### src/rtl/interval_timer_arbiter.sv
// Round-robin sequencer that shares one down-counter between two requesters,
// loading the winner's interval, counting it down and pulsing done on completion.
module interval_timer_arbiter #(
   parameter int WIDTH = 8
) (
   input  logic             clk,
   input  logic             rst,
   input  logic [1:0]       req,
   input  logic [WIDTH-1:0] len0,
   input  logic [WIDTH-1:0] len1,
   output logic [1:0]       grant,
   output logic [1:0]       done,
   output logic             busy,
   output logic [WIDTH-1:0] count
);

   typedef enum logic [1:0] {
      IDLE = 2'd0,
      RUN  = 2'd1,
      DONE = 2'd2
   } state_e;

   state_e           state_q, state_d;
   logic [1:0]       grant_q, grant_d;
   logic [1:0]       done_q, done_d;
   logic [WIDTH-1:0] count_q, count_d;
   logic             ptr_q, ptr_d;

   logic             win;
   logic [1:0]       win_oh;
   logic [WIDTH-1:0] win_len;
   logic             own;

   // A tie goes to the pointer; a lone request wins regardless of it.
   assign win     = (req == 2'b11) ? ptr_q : req[1];
   assign win_oh  = win ? 2'b10 : 2'b01;
   assign win_len = win ? len1 : len0;
   assign own     = grant_q[1];

   // NOTE: sequential state uses non-blocking assignments so every register
   // samples the pre-edge values, independent of process ordering.
   always_ff @(posedge clk or negedge rst) begin
      if (!rst) state_q <= IDLE;
      else      state_q <= state_d;
   end

   // NOTE: every signal driven here gets a default first so no latch is inferred.
   always_comb begin
      state_d = state_q;
      case (state_q)
         IDLE: if (req != 2'b00) state_d = (win_len != '0) ? RUN : DONE;
         RUN: begin
            if (!req[own])                 state_d = IDLE;
            else if (count_q == WIDTH'(1)) state_d = DONE;
         end
         DONE:    state_d = IDLE;
         default: state_d = IDLE;
      endcase
   end

   always_comb begin
      grant_d = grant_q;
      done_d  = 2'b00;
      count_d = count_q;
      ptr_d   = ptr_q;
      case (state_q)
         IDLE: begin
            if (req != 2'b00) begin
               grant_d = win_oh;
               count_d = win_len;
               if (win_len == '0) done_d = win_oh;
            end
         end
         RUN: begin
            // Abort wins over the decrement and hands the tie to the other side.
            if (!req[own]) begin
               grant_d = 2'b00;
               count_d = '0;
               ptr_d   = ~own;
            end else if (count_q == WIDTH'(1)) begin
               count_d = '0;
               done_d  = grant_q;
            end else begin
               count_d = count_q - WIDTH'(1);
            end
         end
         DONE: begin
            grant_d = 2'b00;
            ptr_d   = ~own;
         end
         default: begin
            grant_d = 2'b00;
            count_d = '0;
         end
      endcase
   end

   always_ff @(posedge clk or negedge rst) begin
      if (!rst) begin
         grant_q <= 2'b00;
         done_q  <= 2'b00;
         count_q <= '0;
         ptr_q   <= 1'b0;
      end else begin
         grant_q <= grant_d;
         done_q  <= done_d;
         count_q <= count_d;
         ptr_q   <= ptr_d;
      end
   end

   assign grant = grant_q;
   assign done  = done_q;
   assign busy  = (state_q != IDLE);
   assign count = count_q;

endmodule

### config.mk
export PLATFORM = sky130hd
export DESIGN_NAME = interval_timer_arbiter
export DESIGN_NICKNAME = d
export VERILOG_FILES = /design/src/rtl/interval_timer_arbiter.sv
export SDC_FILE = /design/constraint.sdc
export NUM_CORES = 1
export LEC_CHECK = 0
export BUFFER_PORTS_ARGS = -buffer_cell sky130_fd_sc_hd__buf_2
export CORE_ASPECT_RATIO = 1.5
export CORE_UTILIZATION = 50
export DETAILED_ROUTE_END_ITERATION = 7
export GPL_ROUTABILITY_DRIVEN = 0
export PLACE_DENSITY = 0.89
export SYNTH_ARGS = -nofsm -noshare
export SYNTH_HDL_FRONTEND = slang
export SYNTH_SLANG_ARGS = --single-unit
### constraint.sdc
create_clock -name clk -period 1.8 [get_ports clk]
set_input_delay 0 -clock clk [delete_from_list [all_inputs] [get_ports clk]]
set_output_delay 0 -clock clk [all_outputs]
set_load 0.005 [all_outputs]
Word level (Yosys, flattened, before mapping)
Index checks and enable logic that the tools add are counted.
Word-level totals
  flip-flop bits (word level): 15
  input bits: 20
  logic and storage cells: 50
Operators by class
  add/sub/neg operators: 1
  order comparisons: 1
  equality and inequality tests: 7
  muxes and demuxes: 24
  bitwise logic cells: 2
  reduce and logical (&&, ||, !) cells: 10
Operators by type and width (count)
  8-bit two-way mux: 4
  8-bit case mux with 3 select lines: 1
  2-bit two-way mux: 11
  2-bit case mux with 2 select lines: 3
  8-bit by 1-bit equality test with 1-bit output (second input constant): 1
  8-bit zero test: 1
  2-bit AND reduction: 4
  8-bit nonzero test: 1
  8-bit by 1-bit subtractor with 8-bit output (second input constant): 1
  2-bit nonzero test: 3
  2-bit equality test (second input constant): 2
  1-bit two-way mux: 4
  2-bit inequality test (second input constant): 2
  3-bit inequality test (second input constant): 1
  2-bit by 1-bit equality test with 1-bit output (second input constant): 1
  2-bit zero test: 1
  1-bit by 2-bit < comparator with 1-bit output (second input constant): 1
  1-bit NOT: 2
  1-bit case mux with 2 select lines: 1

Logic depth before layout (Yosys ltp)
Gate-level depths: netlist of the first run.
  depth in word-level cells: 7
  depth in mapped cells: 6

Worst setup path before layout of the first run
No wires, ideal clock.
  kind: register to register
  start point: register ptr_q
  end point: register count_q[6], in the netlist count[6]
  library setup time: 126 ps
  arrival time: 1429 ps
  setup slack: 245 ps
  cell stages (with the launch flop): 6
  buffers on the path: 1
  period minus slack after synthesis: 1555 ps
  path through: dfrtp_1 > nand2b_1 > buf_4 > nand2_2 > mux2_2 > a221o_1
On the way
  longest elaborated chain between the ends: 4
Ends and longest elaborated chain
  start: declaration: line 27  | logic ptr_q, ptr_d;
  start signal: assignment: line 108  | ptr_q <= ptr_d;
  1-bit two-way mux: line 35  | assign win = (req == 2'b11) ? ptr_q : req[1];
  8-bit two-way mux: line 37  | assign win_len = win ? len1 : len0;
  8-bit two-way mux: line 68  | if (req != 2'b00) begin
  8-bit case mux with 3 select lines: line 66  | case (state_q)
  end signal: assignment: line 107  | count_q <= count_d;
  end: declaration: line 26  | logic [WIDTH-1:0] count_q, count_d;
No other way between the ends. The select of a mux whose other input is x is not followed.
A chain may end at the register's enable or synchronous reset.

Final worst setup path of the first run
  start point: register ptr_q
  end point: register count_q[0], in the netlist count[0]
The elaborated chain is that of the path after synthesis.

==> summary.txt, run 1 <==
Placed design
  • Place WS: 0.006715 ns
  • Port Buffer Count: 32
  • Dpl cell area: 0.001257 sq mm
  • Post-DP HPWL: 2304 um

Route
  • Routed WL per cell: 16.47 um
  • Vias post-DR: 1160
  • DR DRC count: 0
  • Routed Antenna Nets: 0
  • TritonRoute pass-1 iters: 5
  • Via-per-instance ratio: 6.480
  • First DRT Iteration DRCs: 61
  • WL final: 2949 um

Floorplan
  • Die Y: 58.85 um
  • Die span in x: 39.90 um
  • Starting density of the core: 53.15%
  • IO Count: 33
  • Row Count: 20
  • Die footprint: 0.002348 sq mm
  • Core area: 0.002027 sq mm

STA
  • Setup repair after global routing missed its margin: no
  • Period utilization: 100.9%
  • Final worst setup slack: -0.01605 ns
  • Final-report max-slew violation count: 0
  • Worst-Margin Slew: 0.5280 ns
  • Final hold violation count: 0
  • Clk_skew: 0.001068 ns
  • Period minus WS final: 1.816 ns
  • Fmax: 550.6 MHz
  • Slew headroom: 63.89%
  • Finish-stage setup viols: 1

Layout
  • Final instance area: 0.001309 sq mm
  • Commonest non-fill, non-tap cells in the layout: 32 x buf_2, 15 x dfrtp_1, 11 x nor2_1
  • Share of layout cells above drive strength 1: 35.03%
  • Synth-to-layout area growth: 21.49%
  • Final nets: 180
  • Most common cell after layout, fill and taps aside: buf_2
  • # diodes: 0

Yosys
  • Synth warn: 0
  • Synth Instances: 120
  • Synthesized area: 0.001077 sq mm
  • Xor and xnor fraction of the mapped netlist area: 1.626%
  • EDFF count, synth: 0
  • Post-Synth Adder-Cell Area: 2.323%
  • Largest family of logic cells by synthesized area: simple AND/OR/NAND/NOR gates
  • Sequential element share of the synthesized area: 34.84%
  • Mux cell area share after synthesis: 5.691%
  • Post-Synth Simple-Gate Area: 28.34%
  • Top FF cell, synth: dfrtp_1
  • Synth Net Count: 142
  • Post-synthesis compound-gate area fraction: 21.60%
  • Ys async rst share: 100.0%
  • Netlist cell types: 43
  • Avg Cell Area, Syn: 8.977 sq um
  • Seq cells post-synth: 15

Flow run
  • Max-cap viol count: 0

Clock tree
  • Clk Latency, worst-skew pair: 0.29 ns
  • Sink Count: 15
  • CTS buffer count: 3
  • Setup Fix Bufs, Post-CTS: 0
  • CTS H-tree depth: 1
  • CTS tree: built
  • Largest buffer count on any clock path: 2
  • Reg clk slew, reported paths: 0.09 ns
  • Root buffer cell: clkbuf_4

Setup path
  • CP Class: flop to flop
  • CP peak stage delay: 0.49 ns
  • Worst path cell trace: nand2b_2 -> and3_1 -> a2111oi_0 -> buf_4 -> o32ai_1
  • Highest-delay cell along the critical path: a2111oi_0
  • Crit end category: flop
  • CP arrival: 1.98 ns
  • WP data required: 1.96 ns
  • Startpoint types: flop
  • Critical-path maximum fanout: 9

Global routing
  • First-pass GRT wire length: 4609 um
  • Initial antenna violation count: 0
  • Total congestion overflow: 0
  • GRT Total Usage: 27.68%
  • Vias in the first global route: 1058
  • Largest net degree at the start of global routing: 20

Pwr
  • Worst vdd rail ir drop: 0.0008859 V
  • Total chip power: 1.804 mW
  • Power per Cell Area: 1379 mW/mm^2
  • Leak: 0.6013 nW

Run status
  • Failing checks: negative setup slack
  • Outcome: finished with violations

Min path
  • Min-Delay Path Class: input port to flop
[kinds of logic (layout without fill, tap and decap cells)]
family	after synthesis	in the layout
flops	15	15
mux	6	6
fa+ha+maj	2	2
compound gates	32	32
xor+xnor	2	2
buf+inv	9	46
simple gates	54	54
[metrics by stage]
step	TNS, ns	util, %	instances	hold slack (ns)
final	-0.01605	64.57	179	0.03516
after floorplan	0	-	120	-0.2956
after CTS	0	64.14	179	0.04031
after global placement	0	62.04	174	-0.08604
after detailed placement	0	62.04	174	-0.07751
after global routing	0	64.57	179	0.07285
[Yosys cell counts (all sizes together), types with 4 or more instances]
cell type | n | share of area (%)
and3 | 4 | 2.3
buf | 4 | 3.5
dfrtp | 15 | 35
inv | 4 | 1.4
mux2i | 5 | 4.6
nand2 | 8 | 3.0
nand3 | 4 | 1.9
nor2 | 11 | 3.8
nor3 | 4 | 2.3
nor4 | 6 | 3.5
o21ai | 10 | 4.6
or2 | 4 | 2.3
[critical path, delay by kind of cell (launching register included)]
| family | cells | cell delay [ns] |
|---|---|---|
| AO/OA/AOI/OAI | 2 | 0.57 |
| buffers and inverters | 1 | 0.21 |
| flip-flops | 1 | 0.43 |
| AND/OR/NAND/NOR | 2 | 0.48 |
[power by group]
group | switching, mW | internal (mW) | leakage (nW) | total, mW
combinational | 0.493 | 0.446 | 0.396 | 0.939
clock | 0.114 | 0.0861 | 0.0150 | 0.200
sequential | 0.206 | 0.460 | 0.191 | 0.665
[layout make-up]
class | count | area, sq um
fill | 155 | 718.2
multi-input combinational | 96 | 656.9
sequential | 15 | 375.4
timing repair buffer | 38 | 207.7
tap | 22 | 27.53
clock buffer | 4 | 26.28
inverter | 4 | 15.01
[routing by layer]
layer,part of all wire [%],GRT usage [%],up-vias
li1,-,-,533
met1,38,34.24,542
met2,54,43.32,69
met3,5.9,4.151,16
met4,2.6,16.75,0
met5,0,0,-
[path summary, 6_finish.rpt]
kind | startpoint | end | slack, ns | cells after the start
worst max-delay path | ptr_q$_DFFE_PN0P_ | count[0]$_DFFE_PN0P_ | -0.02 | 5
worst min-delay path | req[0] | grant[0]$_DFFE_PN0P_ | 0.04 | 3
worst max register to register | ptr_q$_DFFE_PN0P_ | count[0]$_DFFE_PN0P_ | -0.02 | 5
worst min register to register | grant[0]$_DFFE_PN0P_ | grant[0]$_DFFE_PN0P_ | 0.54 | 2
max in group asynchronous | rst | count[6]$_DFFE_PN0P_ | 1.43 | 2
min in group asynchronous | rst | grant[0]$_DFFE_PN0P_ | 0.13 | 2
[sequential cells by signal, indices dropped and copies added (netlist names)]
name / count
count: 8
grant: 2
state_q: 2
ptr_q: 1
done: 2
[timing repair]
item,CTS,global route
hold buffers,1,0
pin swaps,0,0
endpoints found under the hold margin,15,0
setup endpoints to repair,1,3
gates resized for setup,2,2
(Power assumes the default switching activity.)
==> run 2, diff against run 1 <==
--- a/config.mk
+++ b/config.mk
@@ -7,10 +7,10 @@
 export LEC_CHECK = 0
 export BUFFER_PORTS_ARGS = -buffer_cell sky130_fd_sc_hd__buf_2
 export CORE_ASPECT_RATIO = 1.5
-export CORE_UTILIZATION = 50
+export CORE_UTILIZATION = 35
 export DETAILED_ROUTE_END_ITERATION = 7
 export GPL_ROUTABILITY_DRIVEN = 0
-export PLACE_DENSITY = 0.89
+export PLACE_DENSITY = 0.69
 export SYNTH_ARGS = -nofsm -noshare
 export SYNTH_HDL_FRONTEND = slang
 export SYNTH_SLANG_ARGS = --single-unit
==> run 2 against run 1 <==
- the flow now finishes without violations
- critical path depth stayed put
- final area is 4.5% higher
- die area is 41% higher
- sequential share of layout area is 1.2 points lower
- largest cell class unchanged
- clock power is 39% higher
- worst hold slack better by 0.048 ns
==> summary.txt, run 2 (same netlist as run 1, synthesis figures left out) <==
Min path
  • Min-Delay Path Class: input port to flop
  • Hold Startpoint: req[0]
  • Hold Path Cell Cnt: 3 (unchanged)
  • Hold endpoint: grant[0]$_DFFE_PN0P_

STA
  • Finish-stage setup viols: 0 (-1)
  • Final-report max-slew violation count: 0 (unchanged)
  • Setup repair after global routing missed its margin: no
  • Clk_skew: 0.002795 ns (+0.001727 ns)
  • Fmax: 603.5 MHz (+9.6%)
  • Slew headroom: 64.60% (+0.71 points)
  • Period utilization: 92.05% (-8.8 points)
  • Final hold violation count: 0 (unchanged)
  • Final worst setup slack: 0.1430 ns (+0.1591 ns)
  • Worst-Margin Slew: 0.5254 ns (-0.002581 ns)
  • Period minus WS final: 1.657 ns (-0.1591 ns)

Global routing
  • Largest net degree at the start of global routing: 20 (unchanged)
  • Initial antenna violation count: 0 (unchanged)
  • Vias in the first global route: 1057 (-0.095%)
  • Total congestion overflow: 0 (unchanged)
  • First-pass GRT wire length: 4864 um (+5.5%)
  • GRT Total Usage: 20.05% (-7.6 points)

Clock tree
  • Root buffer cell: clkbuf_8
  • CTS buffer count: 3 (unchanged)
  • Clk Latency, worst-skew pair: 0.25 ns (-0.04 ns)
  • Reg clk slew, reported paths: 0.06 ns (-0.03 ns)
  • CTS tree: built
  • Sink Count: 15 (unchanged)
  • CTS H-tree depth: 1 (unchanged)
  • Largest buffer count on any clock path: 2 (unchanged)
  • Setup Fix Bufs, Post-CTS: 0 (unchanged)

Layout
  • Commonest non-fill, non-tap cells in the layout: 32 x buf_2, 15 x dfrtp_1, 11 x nor2_1
  • # diodes: 0 (unchanged)
  • Share of layout cells above drive strength 1: 35.85% (+0.82 points)
  • Max FFs per register: 8 (unchanged)
  • Most common cell after layout, fill and taps aside: buf_2
  • Final nets: 182 (+1.1%)
  • Final instance area: 0.001368 sq mm (+4.5%)
  • Synth-to-layout area growth: 26.95%

Setup path
  • Flop2flop setup slack: 0.14 ns (+0.16 ns)
  • CP arrival: 1.78 ns (-0.20 ns)
  • Critical-path maximum fanout: 5 (-4)
  • CP Class: flop to flop
  • RR Endpoint: count[1]$_DFFE_PN0P_
  • Critical R2R Launch: ptr_q$_DFFE_PN0P_
  • Crit end category: flop
  • WP data required: 1.92 ns (-0.04 ns)
  • FF-to-FF path depth: 5 (unchanged)
  • Startpoint types: flop

Pwr
  • Worst vdd rail ir drop: 0.0008841 V (-0.21%)
  • Leak: 0.6186 nW (+2.9%)
  • Power per Cell Area: 1381 mW/mm^2 (+0.15%)
  • Total chip power: 1.888 mW (+4.7%)

Route
  • Routed Antenna Nets: 0 (unchanged)
  • WL final: 2958 um (+0.31%)
  • Via-per-instance ratio: 5.818 (-10%)
  • First DRT Iteration DRCs: 36 (-41%)
  • Routed WL per cell: 14.94 um (-9.3%)
  • Vias post-DR: 1152 (-0.69%)
  • DR DRC count: 0 (unchanged)
  • TritonRoute pass-1 iters: 4 (-1)

Run status
  • Outcome: complete, no violations

Floorplan
  • Row Count: 24 (+20%)
  • Core area: 0.002913 sq mm (+44%)
  • IO Count: 33 (unchanged)
  • Die footprint: 0.003308 sq mm (+41%)
  • Die Y: 69.95 um (+19%)
  • Starting density of the core: 36.98% (-16 points)
  • Die span in x: 47.30 um (+19%)

Placed design
  • Dpl cell area: 0.001294 sq mm (+2.9%)
  • Post-DP HPWL: 2270 um (-1.5%)
  • Port Buffer Count: 32 (unchanged)
  • Place WS: -0.08506 ns (-0.09177 ns)

Flow run
  • Max-cap viol count: 0 (unchanged)
## run 2: through the flow
step / instances / setup TNS (ns) / hold WS, ns / util (%)
after floorplan: 120 / 0 / -0.2956 / -
after global placement: 193 / -0.1674 / -0.07736 / 44.42
after detailed placement: 193 / -0.1581 / -0.07003 / 44.42
after CTS: 198 / 0 / 0.08303 / 46.39
after global routing: 198 / 0 / 0.1030 / 46.95
final: 198 / 0 / 0.08277 / 46.95
## run 2: metal layers
layer | share of wire, % | up-vias | global-route usage, % | wire, um
met3 | 3.8 | 12 | 2.842 | 112
li1 | - | 534 | - | -
met2 | 53 | 38 | 31.35 | 1561
met4 | 4.7 | 0 | 11.11 | 138
met5 | 0 | - | 0 | 0
met1 | 39 | 568 | 25.04 | 1146
## run 2: repair_timing
item | in CTS | in global routing
pin swaps | 0 | 0
endpoints found under the setup margin | 2 | 3
gates resized for setup | 2 | 3
endpoints found under the hold margin | 15 | 0
hold buffers | 1 | 0
## run 2: layout make-up
| class | instances | area (sq um) |
|---|---|---|
| Inverter | 4 | 15.01 |
| Fill cell | 305 | 1545 |
| Tap cell | 39 | 48.80 |
| Clock buffer | 4 | 45.04 |
| Sequential cell | 15 | 375.4 |
| Timing Repair Buffer | 40 | 222.7 |
| Multi-Input combinational cell | 96 | 660.6 |
## run 2: worst max path at each step
stage | start | endpoint
after floorplan | ptr_q$_DFFE_PN0P_ | count[6]$_DFFE_PN0P_
after global placement | ptr_q$_DFFE_PN0P_ | count[1]$_DFFE_PN0P_
after detailed placement | ptr_q$_DFFE_PN0P_ | count[1]$_DFFE_PN0P_
after CTS | ptr_q$_DFFE_PN0P_ | count[1]$_DFFE_PN0P_
after global routing | count[0]$_DFFE_PN0P_ | count[6]$_DFFE_PN0P_
final | ptr_q$_DFFE_PN0P_ | count[1]$_DFFE_PN0P_
## run 2: critical path: stages, from the launching register on
cell       delay (ns)
dfrtp_1          0.41
nand2b_1         0.24
and3_1           0.24
a2111oi_2        0.38
buf_4            0.18
o32ai_1          0.08
## run 2: where the power goes
part | leakage [nW] | internal [mW] | switching [mW]
clock network | 0.0228 | 0.157 | 0.120
logic | 0.405 | 0.468 | 0.501
registers | 0.191 | 0.461 | 0.182
